==> src/rtl/fifo_stream_reader.sv <==
// FIFO drain side: pops words into a 2-entry buffer and presents them
// as a valid/ready stream with packet framing and a delivered-beat count.
module fifo_stream_reader #(
  parameter int B       = 8,
  parameter int PKT_LEN = 4,
  parameter int CNT_W   = 16
) (
  input  logic             clk,
  input  logic             reset,
  input  logic             enable,
  input  logic             fifo_empty,
  input  logic             fifo_valid,
  input  logic [B-1:0]     fifo_r_data,
  output logic             fifo_rd,
  output logic [B-1:0]     m_data,
  output logic             m_valid,
  input  logic             m_ready,
  output logic             m_last,
  output logic [CNT_W-1:0] beat_cnt
);

  localparam int PW = (PKT_LEN > 1) ? $clog2(PKT_LEN) : 1;
  localparam logic [PW-1:0] LAST_IDX = PW'(PKT_LEN - 1);

  typedef enum logic [1:0] {
    EMPTY,
    ONE,
    TWO
  } occ_t;

  occ_t          occ;
  logic [B-1:0]  buf0;
  logic [B-1:0]  buf1;
  logic [PW-1:0] pkt_idx;
  logic          cap;
  logic          hs;

  // Pop only from registered occupancy and FIFO flags, never from m_ready.
  assign fifo_rd = enable & ~fifo_empty & (occ != TWO) & ~reset;
  assign cap     = fifo_rd & fifo_valid;
  assign m_valid = (occ != EMPTY);
  assign hs      = m_valid & m_ready;
  assign m_data  = buf0;
  assign m_last  = m_valid & (pkt_idx == LAST_IDX);

  // Occupancy state: +1 on capture, -1 on handoff.
  always_ff @(posedge clk) begin
    if (reset) begin
      occ <= EMPTY;
    end else begin
      unique case (occ)
        EMPTY: if (cap) occ <= ONE;
        ONE: begin
          if (cap & ~hs) occ <= TWO;
          else if (hs & ~cap) occ <= EMPTY;
        end
        TWO: if (hs) occ <= ONE;
        default: occ <= EMPTY;
      endcase
    end
  end

  // Two-slot shift buffer; buf0 is always the head.
  always_ff @(posedge clk) begin
    if (reset) begin
      buf0 <= '0;
      buf1 <= '0;
    end else begin
      if (hs) buf0 <= buf1;
      if (cap) begin
        if (occ == EMPTY || (occ == ONE && hs)) buf0 <= fifo_r_data;
        else buf1 <= fifo_r_data;
      end
    end
  end

  // Packet beat index, wraps after the last beat of a packet.
  always_ff @(posedge clk) begin
    if (reset) begin
      pkt_idx <= '0;
    end else if (hs) begin
      if (pkt_idx == LAST_IDX) pkt_idx <= '0;
      else pkt_idx <= pkt_idx + PW'(1);
    end
  end

  // Delivered-beat counter, wraps modulo 2^CNT_W.
  always_ff @(posedge clk) begin
    if (reset) beat_cnt <= '0;
    else if (hs) beat_cnt <= beat_cnt + CNT_W'(1);
  end

endmodule
==> config.mk <==
export PLATFORM = sky130hd
export DESIGN_NAME = fifo_stream_reader
export DESIGN_NICKNAME = d
export VERILOG_FILES = /design/src/rtl/fifo_stream_reader.sv
export SDC_FILE = /design/constraint.sdc
export NUM_CORES = 1
export LEC_CHECK = 0
export ABC_CLOCK_PERIOD_IN_PS = 3100
export BUFFER_PORTS_ARGS = -buffer_cell sky130_fd_sc_hd__buf_2
export CAP_MARGIN = 20
export CORE_ASPECT_RATIO = 0.7
export CORE_MARGIN = 4
export CORE_UTILIZATION = 26
export CTS_BUF_LIST = sky130_fd_sc_hd__clkbuf_16
export CTS_CLUSTER_SIZE = 10
export DETAILED_ROUTE_END_ITERATION = 6
export PLACE_DENSITY = 0.54
export SLEW_MARGIN = 40
export SYNTH_ARGS = -nofsm -noshare
export SYNTH_HDL_FRONTEND = slang
export SYNTH_SLANG_ARGS = --single-unit
==> constraint.sdc <==
create_clock -name clk -period 3.1 [get_ports clk]
set_clock_uncertainty 0.05 [all_clocks]
set_input_delay 0.155 -clock clk [delete_from_list [all_inputs] [get_ports clk]]
set_output_delay 0.155 -clock clk [all_outputs]
set_load 0.02 [all_outputs]
==> flow_metrics.py, run 1 <==
metrics = {
    "run_status": {
        "status": "complete, no violations",
    },
    "yosys": {
        "syn_inst": 175,
        "yosysSeqAreaShare": 0.440,
        "async_flop_share": 0,
        "ys.warnings.count": 0,
        "synth-seq-cells": 36,
        "synth_edf_count": 0,
        "syn_area_um2": 1640,
        "postSynthAreaPerCell_um2": 9.36,
        "synth_top_flop_cell": "dfxtp_1",
        "synth_cell_types": 35,
        "synth_nets": 192,
    },
    "power_and_ir_drop": {
        "leakagePower_nw": 0.968,
        "vdd_ir_drop_max_mv": 0.288,
        "power_density_nw_per_um2": 521,
        "total_power_mw": 1.07,
    },
    "setup_path": {
        "max_stage_delay_ns": 0.57,
        "r2r-start": "occ[1]",
        "end_kind": "register",
        "r2r_cells": 7,
        "r2r_slack_ns": 1.25,
        "startpoint": "occ[1]",
        "criticalPathCategory": "reg2reg",
        "crit_family": "simple AND/OR/NAND/NOR gates",
        "crit_cells": 7,
        "crit_buf_inv": 0,
        "worst_path_max_delay_cell": "dfxtp_1",
        "crit_required_ns": 3.19,
        "critPathLaunchType": "register",
        "cp.arrival_ns": 1.94,
        "r2r-end": "occ[0]",
        "crit_fanout": 10,
        "crit_chain": "nor2b_1 > nor2b_1 > ha_1 > nand2_1 > nor2_1 > a221oi_1 > nor2_1",
    },
    "detailed_routing": {
        "vias_per_cell": 4.57,
        "via_count": 1326,
        "drt_iter0_drc": 79,
        "routedWlPerCell_um": 12.7,
        "drc_errors": 0,
        "drt_pass1_iterations": 4,
        "antenna_left": 0,
        "wl_um": 3690,
    },
    "placement": {
        "portBuffers": 40,
        "place_ws_ns": 1.00,
        "gp_congestion": 0.807,
        "dp_cells": 282,
        "post-dp-hpwl_um": 2640,
    },
    "layout": {
        "final_cell_mix": "40 x buf_2, 36 x dfxtp_1, 34 x nor2_1",
        "ff_latch_area_um2": 721,
        "multiInputGateArea_um2": 863,
        "fill_cells": 593,
        "final_layout_size_suffix_gt1_frac": 0.251,
        "layout_commonest_cell": "buf_2",
        "diodes": 0,
        "stdcell_count": 290,
        "area_growth_pct": 26.0,
        "nets": 231,
    },
    "clock_network": {
        "cts-root-buf": "clkbuf_16",
        "cts.sink_count": 36,
        "cts_made_buffers": 5,
        "clk_path_buf_depth": 2,
        "cts_tree": "done",
        "clk_pin_slew_ns": 0.05,
        "cts-resized-gates": 0,
        "cts_setup_buffers": 0,
        "cts_htree_levels": 2,
        "clk_latency_ns": 0.27,
        "holdBufCountCts": 0,
    },
    "global_route": {
        "grt_overflow": 0,
        "grt_pass1_wl_um": 6220,
        "grt_max_degree": 41,
        "grt.total_usage": 0.105,
        "grt_pass1_vias": 1285,
        "antenna_found_initial": 0,
    },
    "timing": {
        "rsz0062_at_grt": "no",
        "timing.fmax_ghz": 0.541,
        "tightest_slew_ns": 0.733,
        "setup_viol": 0,
        "fin_setup_tns_ns": 0,
        "finalCriticalPeriod_ns": 1.85,
        "timing_max_transition_violations_final": 0,
        "slew_headroom": 0.512,
        "hold_viol_final": 0,
        "post-route-period-util": 0.597,
        "setup_slack_ns": 1.25,
    },
    "floorplanning": {
        "die_w_um": 103,
        "die-area_um2": 7650,
        "ios": 41,
        "core_um2": 5900,
        "start_util": 0.278,
        "die_y_um": 74.4,
        "fp-row-count": 23,
    },
    "hold_path": {
        "min_to": "buf1[0]",
        "min_path_cells": 3,
        "hp-start": "fifo_r_data[0]",
        "hold_class": "in2reg",
    },
    "job": {
        "maxCapViolations": 0,
    },
}
power breakdown:
| part | switching (mW) | leakage [nW] | internal (mW) |
|---|---|---|---|
| registers | 0.00416 | 0.291 | 0.468 |
| logic | 0.0300 | 0.599 | 0.0180 |
| clock network | 0.181 | 0.0789 | 0.373 |
| total | 0.215 | 0.968 | 0.859 |
tightest hold or removal path, cell delays in order:
cell,delay [ns]
buf_2,0.08
mux2i_1,0.05
nor2_1,0.07
logic make-up (layout without fill, tap and decap cells):
family	count (synthesis)	count (layout)	synth area share
compound gates	24	24	0.111
xor+xnor	9	9	0.0481
fa+ha+maj	3	3	0.0229
buf+inv	13	53	0.0328
flops	36	36	0.440
mux	20	20	0.124
simple gates	70	70	0.222
synth_stat cells (2+ instances only):
cell	instances	share of area
xnor2_1	6	0.032
a211oi_1	8	0.037
a21oi_1	6	0.018
buf_2	4	0.012
o21ai_0	4	0.012
nand2_1	5	0.011
mux2i_1	18	0.11
inv_1	4	0.0092
nor4_1	5	0.019
or3_1	3	0.011
nor2b_1	4	0.015
nand3_1	5	0.015
dfxtp_1	36	0.44
ha_1	3	0.023
nor3_1	4	0.012
clkbuf_1	5	0.011
mux2_1	2	0.014
xor2_1	3	0.016
nor2_1	34	0.078
area by class of cell:
class | instances | share of cell area
multi-input cells | 126 | 0.418
flip-flops and latches | 36 | 0.349
repair buffers | 41 | 0.101
clock buffers | 5 | 0.0606
well taps | 75 | 0.0455
clock inverters | 3 | 0.0182
inverters | 4 | 0.00728
layer usage:
| metal | global-route usage | up-vias | routed length [µm] |
|---|---|---|---|
| li1 | - | 699 | - |
| met3 | 0.0440 | 2 | 243 |
| met4 | 0.0259 | 0 | 23 |
| met1 | 0.152 | 594 | 1930 |
| met5 | 0 | - | 0 |
| met2 | 0.142 | 31 | 1490 |
stage by stage:
| stage | utilization | area [µm²] | hold slack (ns) |
|---|---|---|---|
| 6_report | 0.350 | 2060 | 0.0757 |
| 5_1_grt | 0.350 | 2060 | 0.0935 |
| 4_1_cts | 0.350 | 2060 | 0.0708 |
| 3_5_place_dp | 0.322 | 1900 | 0.361 |
| 3_3_place_gp | 0.322 | 1900 | 0.361 |
| 2_1_floorplan | - | 1640 | 0.249 |
registers in the layout (all words and copies together) (netlist names):
signal and flops:
buf1 8, occ 2, m_data 8, beat_cnt 16
pkt_idx 2
worst max path at each step:
stage                   to  slack [ns]
detailed placement  occ[0]        1.00
CTS                 occ[0]        1.25
global placement    occ[0]        1.01
global route        occ[1]        1.02
finish              occ[0]        1.25
floorplan           occ[0]        1.30
No activity file was read; power rests on OpenSTA's default activity.
==> inputs of run 2 (changes only) <==
--- a/config.mk
+++ b/config.mk
@@ -5,7 +5,7 @@
 export SDC_FILE = /design/constraint.sdc
 export NUM_CORES = 1
 export LEC_CHECK = 0
-export ABC_CLOCK_PERIOD_IN_PS = 3100
+export ABC_CLOCK_PERIOD_IN_PS = 1600
 export BUFFER_PORTS_ARGS = -buffer_cell sky130_fd_sc_hd__buf_2
 export CAP_MARGIN = 20
 export CORE_ASPECT_RATIO = 0.7
@@ -14,7 +14,7 @@
 export CTS_BUF_LIST = sky130_fd_sc_hd__clkbuf_16
 export CTS_CLUSTER_SIZE = 10
 export DETAILED_ROUTE_END_ITERATION = 6
-export PLACE_DENSITY = 0.54
+export PLACE_DENSITY = 0.55
 export SLEW_MARGIN = 40
 export SYNTH_ARGS = -nofsm -noshare
 export SYNTH_HDL_FRONTEND = slang
==> constraint.sdc (replaced) <==
create_clock -name clk -period 1.6 [get_ports clk]
set_clock_uncertainty 0.05 [all_clocks]
set_input_delay 0.08 -clock clk [delete_from_list [all_inputs] [get_ports clk]]
set_output_delay 0.08 -clock clk [all_outputs]
set_load 0.02 [all_outputs]
==> flow_metrics.py, run 2 (synthesis gave the netlist of run 1 again) <==
metrics = {
    "run_status": {
        "status": "complete, no violations",
    },
    "timing": {
        "tightest_slew_ns": 0.588,
        "finalCriticalPeriod_ns": 1.57,
        "setup_viol": 0,
        "setup_slack_ns": 0.0279,
        "timing_max_transition_violations_final": 0,
        "slew_headroom": 0.607,
        "hold_viol_final": 0,
        "timing.fmax_ghz": 0.636,
        "post-route-period-util": 0.983,
        "rsz0062_at_grt": "yes",
        "hold-worst-slack_ns": 0.00327,
    },
    "floorplanning": {
        "start_util": 0.278,
        "core_um2": 5900,
        "fp-row-count": 23,
        "die_y_um": 74.4,
        "ios": 41,
        "die_w_um": 103,
        "die-area_um2": 7650,
    },
    "detailed_routing": {
        "wl_um": 4080,
        "drt_pass1_iterations": 4,
        "via_count": 1420,
        "drt_iter0_drc": 66,
        "drc_errors": 0,
        "routedWlPerCell_um": 12.9,
        "antenna_left": 0,
        "vias_per_cell": 4.49,
    },
    "layout": {
        "regMostFlops": "beat_cnt",
        "diodes": 0,
        "layout_commonest_cell": "buf_2",
        "nets": 257,
        "final_layout_size_suffix_gt1_frac": 0.427,
        "final_cell_mix": "40 x buf_2, 34 x nor2_1, 27 x buf_4",
        "stdcell_count": 316,
        "area_growth_pct": 41.9,
        "fin_util": 0.394,
        "largest_register_ffs": 16,
    },
    "clock_network": {
        "clk_latency_ns": 0.27,
        "cts-root-buf": "clkbuf_16",
        "cts_made_buffers": 5,
        "cts_tree": "done",
        "cts_htree_levels": 2,
        "clk_pin_slew_ns": 0.05,
        "clk_path_buf_depth": 2,
        "cts.sink_count": 36,
    },
    "placement": {
        "dp_cells": 300,
        "post-dp-hpwl_um": 2820,
        "portBuffers": 40,
        "place_ws_ns": 0.0276,
        "gp_congestion": 0.749,
    },
    "setup_path": {
        "max_stage_delay_ns": 0.48,
        "crit_fanout": 5,
        "worst_path_max_delay_cell": "or4_4",
        "crit_required_ns": 1.76,
        "criticalPathCategory": "reg2reg",
        "critPathLaunchType": "register",
        "cp.arrival_ns": 1.73,
        "crit_chain": "nand4_4 > or4_4 > or3_1 > a21oi_1",
        "end_kind": "register",
    },
    "hold_path": {
        "hold_class": "in2reg",
    },
    "power_and_ir_drop": {
        "power_density_nw_per_um2": 819,
        "leakagePower_nw": 1.11,
        "vdd_ir_drop_max_mv": 0.426,
        "power.share.clock": 0.470,
        "p_comb_frac": 0.055,
        "swShare": 0.212,
        "seqPwrFrac": 0.475,
        "internal_power_mw": 1.50,
        "p_sw_uw": 404,
        "total_power_mw": 1.90,
    },
    "global_route": {
        "grt_pass1_wl_um": 6240,
        "grt.total_usage": 0.105,
        "antenna_found_initial": 0,
        "grt_pass1_vias": 1303,
        "grt_overflow": 0,
        "grt_max_degree": 40,
    },
    "job": {
        "maxCapViolations": 0,
    },
}
==> run 2: changes by cell type in the layout (fill, tap and decap cells not counted), moves of 3 or more <==
cell	previous run	this run
buf_4	1	27
dfxtp_1	36	21
dfxtp_2	0	10
dfxtp_4	0	5
nor4_1	5	2
nor4_2	0	3
==> run 2: critical path: cells and delay by family (launching register included) <==
kind	cells	cell delay [ns]
simple gates	3	0.97
flops	1	0.37
compound gates	1	0.12
==> run 2: final cells by class <==
cell class                      instances  area [µm²]
Inverter                                4        15.0
Fill cell                             585        3570
Multi-Input combinational cell        126         925
Clock inverter                          3        11.3
Tap cell                               75        93.8
Sequential cell                        36         752
Timing Repair Buffer                   67         403
Clock buffer                            5         125
==> run 2: power by group through the flow <==
stage               Combinational (mW)  Sequential [mW]  Clock [mW]
finish                           0.105            0.905       0.894
global route                     0.115            0.905       0.962
CTS                              0.105            0.909       0.918
detailed placement               0.105            0.928           0
global placement                 0.104            0.928           0
floorplan                       0.0525            0.936           0
==> run 2: final timing paths <==
check	from	to	slack (ns)	cells past startpoint
worst max register to register	beat_cnt[4]	beat_cnt[14]	0.03	4
worst max-delay path	beat_cnt[4]	beat_cnt[14]	0.03	4
worst min-delay path	fifo_r_data[5]	buf1[5]	0.003	3
worst min register to register	buf1[4]	buf1[4]	0.45	2
==> run 2: through the flow <==
| step | cell area [µm²] | TNS, ns |
|---|---|---|
| floorplan | 1680 | 0 |
| global placement | 2060 | 0 |
| detailed placement | 2060 | 0 |
| CTS | 2200 | 0 |
| global route | 2320 | -0.0292 |
| finish | 2320 | 0 |
==> run 2: metal layers <==
metal  vias up  track usage  share of wire  wire length [µm]
met2        31        0.144           0.41              1690
met3         5       0.0319          0.060               244
li1        745            -              -                 -
met4         0       0.0302          0.011                43
met1       639        0.157           0.51              2100
met5         -            0              0                 0
==> run 2: repair_timing <==
action                     in CTS  in global routing
hold buffers                    0                  0
resized for setup               0                 18
setup endpoints to repair       0                  8
setup buffers                   0                  8
